--- config.mk ---
export PLATFORM = sky130hd
export DESIGN_NAME = cmd_frame_decode
export DESIGN_NICKNAME = d
export VERILOG_FILES = /design/src/rtl/cmd_frame_pkg.sv /design/src/rtl/cmd_byte_timer.sv /design/src/rtl/cmd_frame_decode.sv
export SDC_FILE = /design/constraint.sdc
export NUM_CORES = 1
export LEC_CHECK = 0
export ABC_AREA = 1
export CORE_ASPECT_RATIO = 0.9
export CORE_UTILIZATION = 55
export DETAILED_ROUTE_END_ITERATION = 6
export MAX_ROUTING_LAYER = met4
export PLACE_DENSITY_LB_ADDON = 0.15
export SYNTH_ARGS = -nofsm -noshare
export SYNTH_HDL_FRONTEND = slang
export SYNTH_HIERARCHICAL = 1
export SYNTH_SLANG_ARGS = --single-unit
--- constraint.sdc ---
create_clock -name s_clk -period 1.9 [get_ports s_clk]
set_input_delay 0.19 -clock s_clk [delete_from_list [all_inputs] [get_ports s_clk]]
set_output_delay 0.19 -clock s_clk [all_outputs]
set_load 0.005 [all_outputs]
--- src/rtl/cmd_frame_pkg.sv ---
// Shared FSM state encoding, default header bytes and length check for the command frame decoder.
package cmd_frame_pkg;

    typedef enum logic [2:0] {
        ST_IDLE    = 3'd0,
        ST_WR_LEN  = 3'd1,
        ST_WR_DATA = 3'd2,
        ST_WR_DONE = 3'd3,
        ST_RD_LEN  = 3'd4,
        ST_WR_CHK  = 3'd5,
        ST_RD_CHK  = 3'd6
    } state_t;

    localparam logic [7:0] DEF_WR_HDR = 8'h55;
    localparam logic [7:0] DEF_RD_HDR = 8'hAA;

    function automatic logic len_valid(input logic [7:0] len, input logic [7:0] max_len);
        return (len != 8'h00) && (len <= max_len);
    endfunction

endpackage

--- src/rtl/cmd_byte_timer.sv ---
// Inter-byte idle timer: counts while enabled, clears on restart or while disabled.
// Latency: expire is decoded combinationally from the count register.
// Backpressure: none; restart always takes priority over expiry.
module cmd_byte_timer #(
    parameter int TIMEOUT_CYC = 50000,
    parameter int TO_W        = 16
) (
    input  logic s_clk,
    input  logic s_rst_n,
    input  logic en,
    input  logic restart,
    output logic expire
);

    localparam logic [TO_W-1:0] LAST = TO_W'(TIMEOUT_CYC - 1);

    logic [TO_W-1:0] cnt;

    always_ff @(posedge s_clk or negedge s_rst_n) begin
        if (!s_rst_n) begin
            cnt <= '0;
        end else if (restart || !en) begin
            cnt <= '0;
        end else if (cnt != LAST) begin
            cnt <= cnt + TO_W'(1);
        end
    end

    assign expire = en && (cnt == LAST);

endmodule

--- src/rtl/cmd_frame_decode.sv ---
// Length-prefixed write/read command frame decoder feeding the SDRAM write FIFO and arbiter.
// Latency: every output is registered, one cycle after the uart_flag that causes it (wr_trig two).
// Backpressure: none; one byte per uart_flag. Optional trailing checksum under CMD_CHKSUM_EN.
module cmd_frame_decode
    import cmd_frame_pkg::*;
#(
    parameter logic [7:0] WR_HDR      = DEF_WR_HDR,
    parameter logic [7:0] RD_HDR      = DEF_RD_HDR,
    parameter int         MAX_LEN     = 16,
    parameter int         LEN_W       = 8,
    parameter int         TIMEOUT_CYC = 50000,
    parameter int         TO_W        = 16
) (
    input  logic             s_clk,
    input  logic             s_rst_n,
    input  logic             uart_flag,
    input  logic [7:0]       uart_data,
    output logic             wr_trig,
    output logic [LEN_W-1:0] wr_len,
    output logic             rd_trig,
    output logic [LEN_W-1:0] rd_len,
    output logic             wfifo_wr_en,
    output logic [7:0]       wfifo_data,
    output logic             wfifo_clr,
    output logic             frame_err,
    output logic             busy
);

    localparam logic [7:0] MAX_LEN_B = 8'(MAX_LEN);

    state_t           state, state_nxt;
    logic [LEN_W-1:0] cnt, cnt_nxt;
    logic [LEN_W-1:0] wr_len_nxt, rd_len_nxt;
    logic [7:0]       wfifo_data_nxt;
    logic             wr_trig_nxt, rd_trig_nxt, wfifo_wr_en_nxt, wfifo_clr_nxt, frame_err_nxt;
    logic             len_ok;
    logic             expire;
`ifdef CMD_CHKSUM_EN
    logic [7:0]       chk, chk_nxt;
`endif

    cmd_byte_timer #(
        .TIMEOUT_CYC (TIMEOUT_CYC),
        .TO_W        (TO_W)
    ) u_timer (
        .s_clk   (s_clk),
        .s_rst_n (s_rst_n),
        .en      (state != ST_IDLE),
        .restart (uart_flag),
        .expire  (expire)
    );

    assign len_ok = len_valid(uart_data, MAX_LEN_B);

    always_comb begin
        state_nxt       = state;
        cnt_nxt         = cnt;
        wr_len_nxt      = wr_len;
        rd_len_nxt      = rd_len;
        wfifo_data_nxt  = wfifo_data;
        wr_trig_nxt     = 1'b0;
        rd_trig_nxt     = 1'b0;
        wfifo_wr_en_nxt = 1'b0;
        wfifo_clr_nxt   = 1'b0;
        frame_err_nxt   = 1'b0;
`ifdef CMD_CHKSUM_EN
        chk_nxt         = chk;
`endif
        // A byte always beats a same-cycle expiry, so every state tests uart_flag first.
        case (state)
            ST_IDLE: begin
                if (uart_flag) begin
                    if (uart_data == WR_HDR) begin
                        state_nxt = ST_WR_LEN;
                    end else if (uart_data == RD_HDR) begin
                        state_nxt = ST_RD_LEN;
                    end
                end
            end
            ST_WR_LEN: begin
                if (uart_flag) begin
                    if (len_ok) begin
                        wr_len_nxt = LEN_W'(uart_data);
                        cnt_nxt    = '0;
                        state_nxt  = ST_WR_DATA;
`ifdef CMD_CHKSUM_EN
                        chk_nxt    = uart_data;
`endif
                    end else begin
                        frame_err_nxt = 1'b1;
                        state_nxt     = ST_IDLE;
                    end
                end else if (expire) begin
                    frame_err_nxt = 1'b1;
                    state_nxt     = ST_IDLE;
                end
            end
            ST_WR_DATA: begin
                if (uart_flag) begin
                    wfifo_wr_en_nxt = 1'b1;
                    wfifo_data_nxt  = uart_data;
                    cnt_nxt         = cnt + LEN_W'(1);
`ifdef CMD_CHKSUM_EN
                    chk_nxt         = chk + uart_data;
                    if (cnt == wr_len - LEN_W'(1)) state_nxt = ST_WR_CHK;
`else
                    if (cnt == wr_len - LEN_W'(1)) state_nxt = ST_WR_DONE;
`endif
                end else if (expire) begin
                    frame_err_nxt = 1'b1;
                    wfifo_clr_nxt = (cnt != '0);
                    state_nxt     = ST_IDLE;
                end
            end
            // Transient: lets wr_trig trail the final push by one cycle.
            ST_WR_DONE: begin
                wr_trig_nxt = 1'b1;
                state_nxt   = ST_IDLE;
            end
            ST_RD_LEN: begin
                if (uart_flag) begin
                    if (len_ok) begin
                        rd_len_nxt = LEN_W'(uart_data);
`ifdef CMD_CHKSUM_EN
                        chk_nxt    = uart_data;
                        state_nxt  = ST_RD_CHK;
`else
                        rd_trig_nxt = 1'b1;
                        state_nxt   = ST_IDLE;
`endif
                    end else begin
                        frame_err_nxt = 1'b1;
                        state_nxt     = ST_IDLE;
                    end
                end else if (expire) begin
                    frame_err_nxt = 1'b1;
                    state_nxt     = ST_IDLE;
                end
            end
`ifdef CMD_CHKSUM_EN
            ST_WR_CHK: begin
                if (uart_flag) begin
                    if (uart_data == chk) begin
                        wr_trig_nxt = 1'b1;
                    end else begin
                        frame_err_nxt = 1'b1;
                        wfifo_clr_nxt = 1'b1;
                    end
                    state_nxt = ST_IDLE;
                end else if (expire) begin
                    frame_err_nxt = 1'b1;
                    wfifo_clr_nxt = 1'b1;
                    state_nxt     = ST_IDLE;
                end
            end
            ST_RD_CHK: begin
                if (uart_flag) begin
                    if (uart_data == chk) begin
                        rd_trig_nxt = 1'b1;
                    end else begin
                        frame_err_nxt = 1'b1;
                    end
                    state_nxt = ST_IDLE;
                end else if (expire) begin
                    frame_err_nxt = 1'b1;
                    state_nxt     = ST_IDLE;
                end
            end
`endif
            default: begin
                state_nxt = ST_IDLE;
            end
        endcase
    end

    always_ff @(posedge s_clk or negedge s_rst_n) begin
        if (!s_rst_n) begin
            state       <= ST_IDLE;
            cnt         <= '0;
            wr_len      <= '0;
            rd_len      <= '0;
            wfifo_data  <= '0;
            wr_trig     <= 1'b0;
            rd_trig     <= 1'b0;
            wfifo_wr_en <= 1'b0;
            wfifo_clr   <= 1'b0;
            frame_err   <= 1'b0;
            busy        <= 1'b0;
        end else begin
            state       <= state_nxt;
            cnt         <= cnt_nxt;
            wr_len      <= wr_len_nxt;
            rd_len      <= rd_len_nxt;
            wfifo_data  <= wfifo_data_nxt;
            wr_trig     <= wr_trig_nxt;
            rd_trig     <= rd_trig_nxt;
            wfifo_wr_en <= wfifo_wr_en_nxt;
            wfifo_clr   <= wfifo_clr_nxt;
            frame_err   <= frame_err_nxt;
            busy        <= (state_nxt != ST_IDLE);
        end
    end

`ifdef CMD_CHKSUM_EN
    always_ff @(posedge s_clk or negedge s_rst_n) begin
        if (!s_rst_n) begin
            chk <= '0;
        end else begin
            chk <= chk_nxt;
        end
    end
`endif

endmodule

==> impl_metrics.csv <==
group,metric,value,unit
outcome,run_status,"finished, final reports clean",
worst_setup_path,cp-start-kind,"register",
global_route,met1_routing_resource_usage_after_global_routing,37.6,%
yosys,ys_async_sr_fraction,100,%
pwr,power.ir.vdd_worst,0.828,mV
timing,grt_setup_unrepaired,"false",
drt,detail_route.vias_per_cell,5.13,
pwr,power_frac_clock,23.6,%
yosys,synth_enable_flop_cells,0,
floorplan,placementRows,25,
clocking,clkTransAtPathRegs,80,ps
pwr,netSwitchingPower,1.63,mW
clocking,clkLatencyLatePin,350,ps
global_route,grt-busiest-layer,"met2",
worst_setup_path,critical_path.max_stage_delay,390,ps
global_route,routing_usage_on_met3,9.69,%
yosys,post_synth_num_cell_types,31,
worst_setup_path,timing.critical_path.cells,"ha_1, nand2_2, inv_2, nand2_1, nor2_2, nand2_1, nor2_2, nor2_1, inv_1, nor4_1, a21oi_1, nand3_1",
clocking,cts_buffer_depth,2,
final_layout,count_of_antenna_diodes_in_the_layout,0,
yosys,yosys-top-cells-area,"sky130_fd_sc_hd__dfrtp_1, sky130_fd_sc_hd__nand2_1, sky130_fd_sc_hd__nor2_1",
worst_setup_path,crit_type,"register to register",
timing,hold-worst-slack,372,ps
min_path,holdCritPathClass,"primary input to asynchronous set/reset pin",
placement,buffer_ports.inserted,40,
global_route,groute.usage.overall,28.5,%
floorplan,core,5380,sq um
yosys,ys_ff_latch,57,
pwr,power.static_leakage,1.92,nW
timing,hold_violations,0,
worst_setup_path,worstSetupEndpointType,"register",
yosys,postSynthAreaPerCell,7.24,sq um
global_route,number_of_antenna_violations_at_the_first_check_in_global_routing,0,
final_layout,final_net_count,511,
clocking,cts_num_sinks,57,
floorplan,dieArea,6020,sq um
final_layout,finalNonFillerCells,568,
timing,fin_setup_tns,0,ps
floorplan,chipWidth,81.7,microns
pwr,cellInternalPower,2.68,mW
placement,gp_routability_congestion,0.884,
yosys,mappedNetlistArea,3140,sq um
global_route,pin_count_of_the_biggest_net_entering_global_routing,26,
clocking,cts_tree,"yes",
drt,count_of_nets_left_with_antenna_violations_after_detail_routing,0,
worst_setup_path,critical_path.slowest_cell,"sky130_fd_sc_hd__dfrtp_1",
drt,drcViolationCount,0,
drt,drt_iter0_drc,178,
global_route,gr-usage-met2,40.8,%
pwr,power.sequential.fraction,41.0,%
pwr,power.density_cell_area,1110,nW/um^2
yosys,synth_warnings,6,
timing,timing.max_slew.rel_slack,61.6,%
yosys,postSynthCellCount,434,
placement,place_hpwl,5530,microns
pwr,swShare,37.9,%
yosys,synth_seq_area_share,45.4,%
global_route,first_global_vias,2622,
global_route,grt_first_pass_wirelength,12200,microns
drt,drt_pass_1_iters,4,
pwr,share_comb_of_total_power,35.4,%
worst_setup_path,data_required_time_at_the_worst_endpoint,2130,ps
yosys,synth_flop_cell,"sky130_fd_sc_hd__dfrtp_1",
yosys,synth_area_leader_cell,"sky130_fd_sc_hd__dfrtp_1",
clocking,htree_num_levels,3,
timing,timing_worst_slew_pin_value,576,ps
timing,drv_slew,0,
placement,dp_cells,550,
drt,routedWlPerCell,12.9,microns
final_layout,final_layout_size_suffix_gt1_share,11.6,%
timing,min_period,1720,ps
worst_setup_path,rrSetupSlack,180,ps
timing,skew,10.9,ps
drt,detailroute.via_count,2915,
worst_setup_path,timing.critical_path.arrival,1940,ps
clocking,ctsRootBufferMaster,"sky130_fd_sc_hd__clkbuf_8",
floorplan,initial_utilization,58.4,%
clocking,cts_inserted_buffers,9,
global_route,globalRouteOverflowTotal,0,
run,cap_viol_max_count,0,
floorplan,die_height,73.7,microns
yosys,yosys.area.top_type_share,45.4,%
drt,drt-total-wl,7350,microns
final_layout,synthToLayoutAreaGrowth,24.1,%
yosys,syn-num-nets,449,
timing,setup_viol,0,
floorplan,io_pins,41,
worst_setup_path,critPathMaxFanout,4,
timing,highest_clock_rate,0.583,GHz
timing,finalCritPeriodShare,90.3,%
==> layout make-up <==
type / count / area, sq um
fill: 423 / 1480
multi-input combinational: 304 / 1430
sequential: 57 / 1430
timing repair buffer: 56 / 531
inverter: 68 / 255
clock buffer: 9 / 124
tap: 67 / 83.8
clock inverter: 7 / 53.8
==> state kept, by name, indices dropped and copies added (netlist names) <==
signal,count
frame_err,1
busy,1
state,3
cnt,8
wr_trig,1
rd_trig,1
wr_len,8
rd_len,8
u_timer/cnt,16
wfifo_clr,1
wfifo_data,8
wfifo_wr_en,1
==> critical path: cells and delay by family, from the launching register on <==
family / cells / cell delay (ps)
simple gates: 8 / 680
flops: 1 / 390
fa+ha+maj: 1 / 190
compound gates: 1 / 180
buf+inv: 2 / 150
==> power by group through the flow <==
stage	Clock (mW)	Sequential (mW)	Combinational, mW
5_1_grt	1.10	1.80	1.72
2_1_floorplan	0	1.73	0.874
6_report	1.02	1.77	1.53
3_5_place_dp	0	1.77	1.51
3_3_place_gp	0	1.77	1.46
4_1_cts	1.03	1.76	1.52
==> metal layers <==
layer	share of wire, %	vias to the layer above	wire, microns
met1	48	1330	3560
met5	0	-	0
met3	5.8	14	426
li1	-	1482	-
met4	1.7	0	124
met2	44	89	3250
==> cells in the mapped netlist (2+ instances only) <==
cell                        n
sky130_fd_sc_hd__nand2_1  123
sky130_fd_sc_hd__nor2_1    69
sky130_fd_sc_hd__inv_1     64
sky130_fd_sc_hd__dfrtp_1   57
sky130_fd_sc_hd__nand3_1   29
sky130_fd_sc_hd__o21ai_1   15
sky130_fd_sc_hd__o21ai_0   11
sky130_fd_sc_hd__nor3_1     8
sky130_fd_sc_hd__a21oi_1    7
sky130_fd_sc_hd__nand4_1    6
sky130_fd_sc_hd__nand2_2    5
sky130_fd_sc_hd__xor2_1     5
sky130_fd_sc_hd__ha_1       4
sky130_fd_sc_hd__inv_2      4
sky130_fd_sc_hd__nor2_2     4
sky130_fd_sc_hd__buf_4      2
sky130_fd_sc_hd__buf_6      2
sky130_fd_sc_hd__nand3_2    2
sky130_fd_sc_hd__nor2_4     2
sky130_fd_sc_hd__nor4_1     2
sky130_fd_sc_hd__o21ai_2    2
sky130_fd_sc_hd__o31ai_1    2
==> repair_timing <==
| action | 4_1_cts | 5_1_grt |
|---|---|---|
| endpoints found under the hold margin | 22 | 0 |
| resized for setup | 0 | 4 |
| hold buffers | 1 | 0 |
| setup endpoints to repair | 0 | 2 |
| setup buffers | 0 | 1 |
==> stage by stage <==
stage          util [%]  setup WS, ps  area [sq um]  power [mW]
2_1_floorplan         -           338          3140        2.60
3_3_place_gp       68.8           168          3700        3.24
3_5_place_dp       68.8           105          3700        3.29
4_1_cts            72.3           129          3890        4.32
5_1_grt            72.5          2.67          3900        4.62
6_report           72.5           183          3900        4.31
==> cell families after synthesis <==
kind of cell / synth area share, %
and+or+nand+nor: 34.8
AOI/OAI and AO/OA: 7.16
adders and majority gates: 1.59
DFF: 45.4
xor gates and xnor gates: 1.67
buffers and inverters: 9.43
==> layout by cell type (no fill, tap or decap), drive strengths merged, types with 5 or more instances in the layout <==
master	count
nand2	128
nor2	75
inv	70
dfrtp	57
clkdlybuf4s50	39
nand3	31
o21ai	28
buf	16
clkbuf	9
nor3	9
a21oi	7
nand4	6
xor2	5
==> final timing paths <==
path	start	to	depth (start not counted)
hold / removal	s_rst_n	wr_len[1]$_DFFE_PN0P_	2
max in group asynchronous	s_rst_n	u_timer/cnt[4]$_DFFE_PN0P_	3
setup reg to reg	u_timer/cnt[1]$_DFFE_PN0P_	busy$_DFF_PN0_	12
min in group s_clk	uart_data[3]	rd_len[3]$_DFFE_PN0P_	3
hold reg to reg	wfifo_data[2]$_DFFE_PN0P_	wfifo_data[2]$_DFFE_PN0P_	2
setup / recovery	u_timer/cnt[1]$_DFFE_PN0P_	busy$_DFF_PN0_	12
No activity file was read; power rests on OpenSTA's default activity.
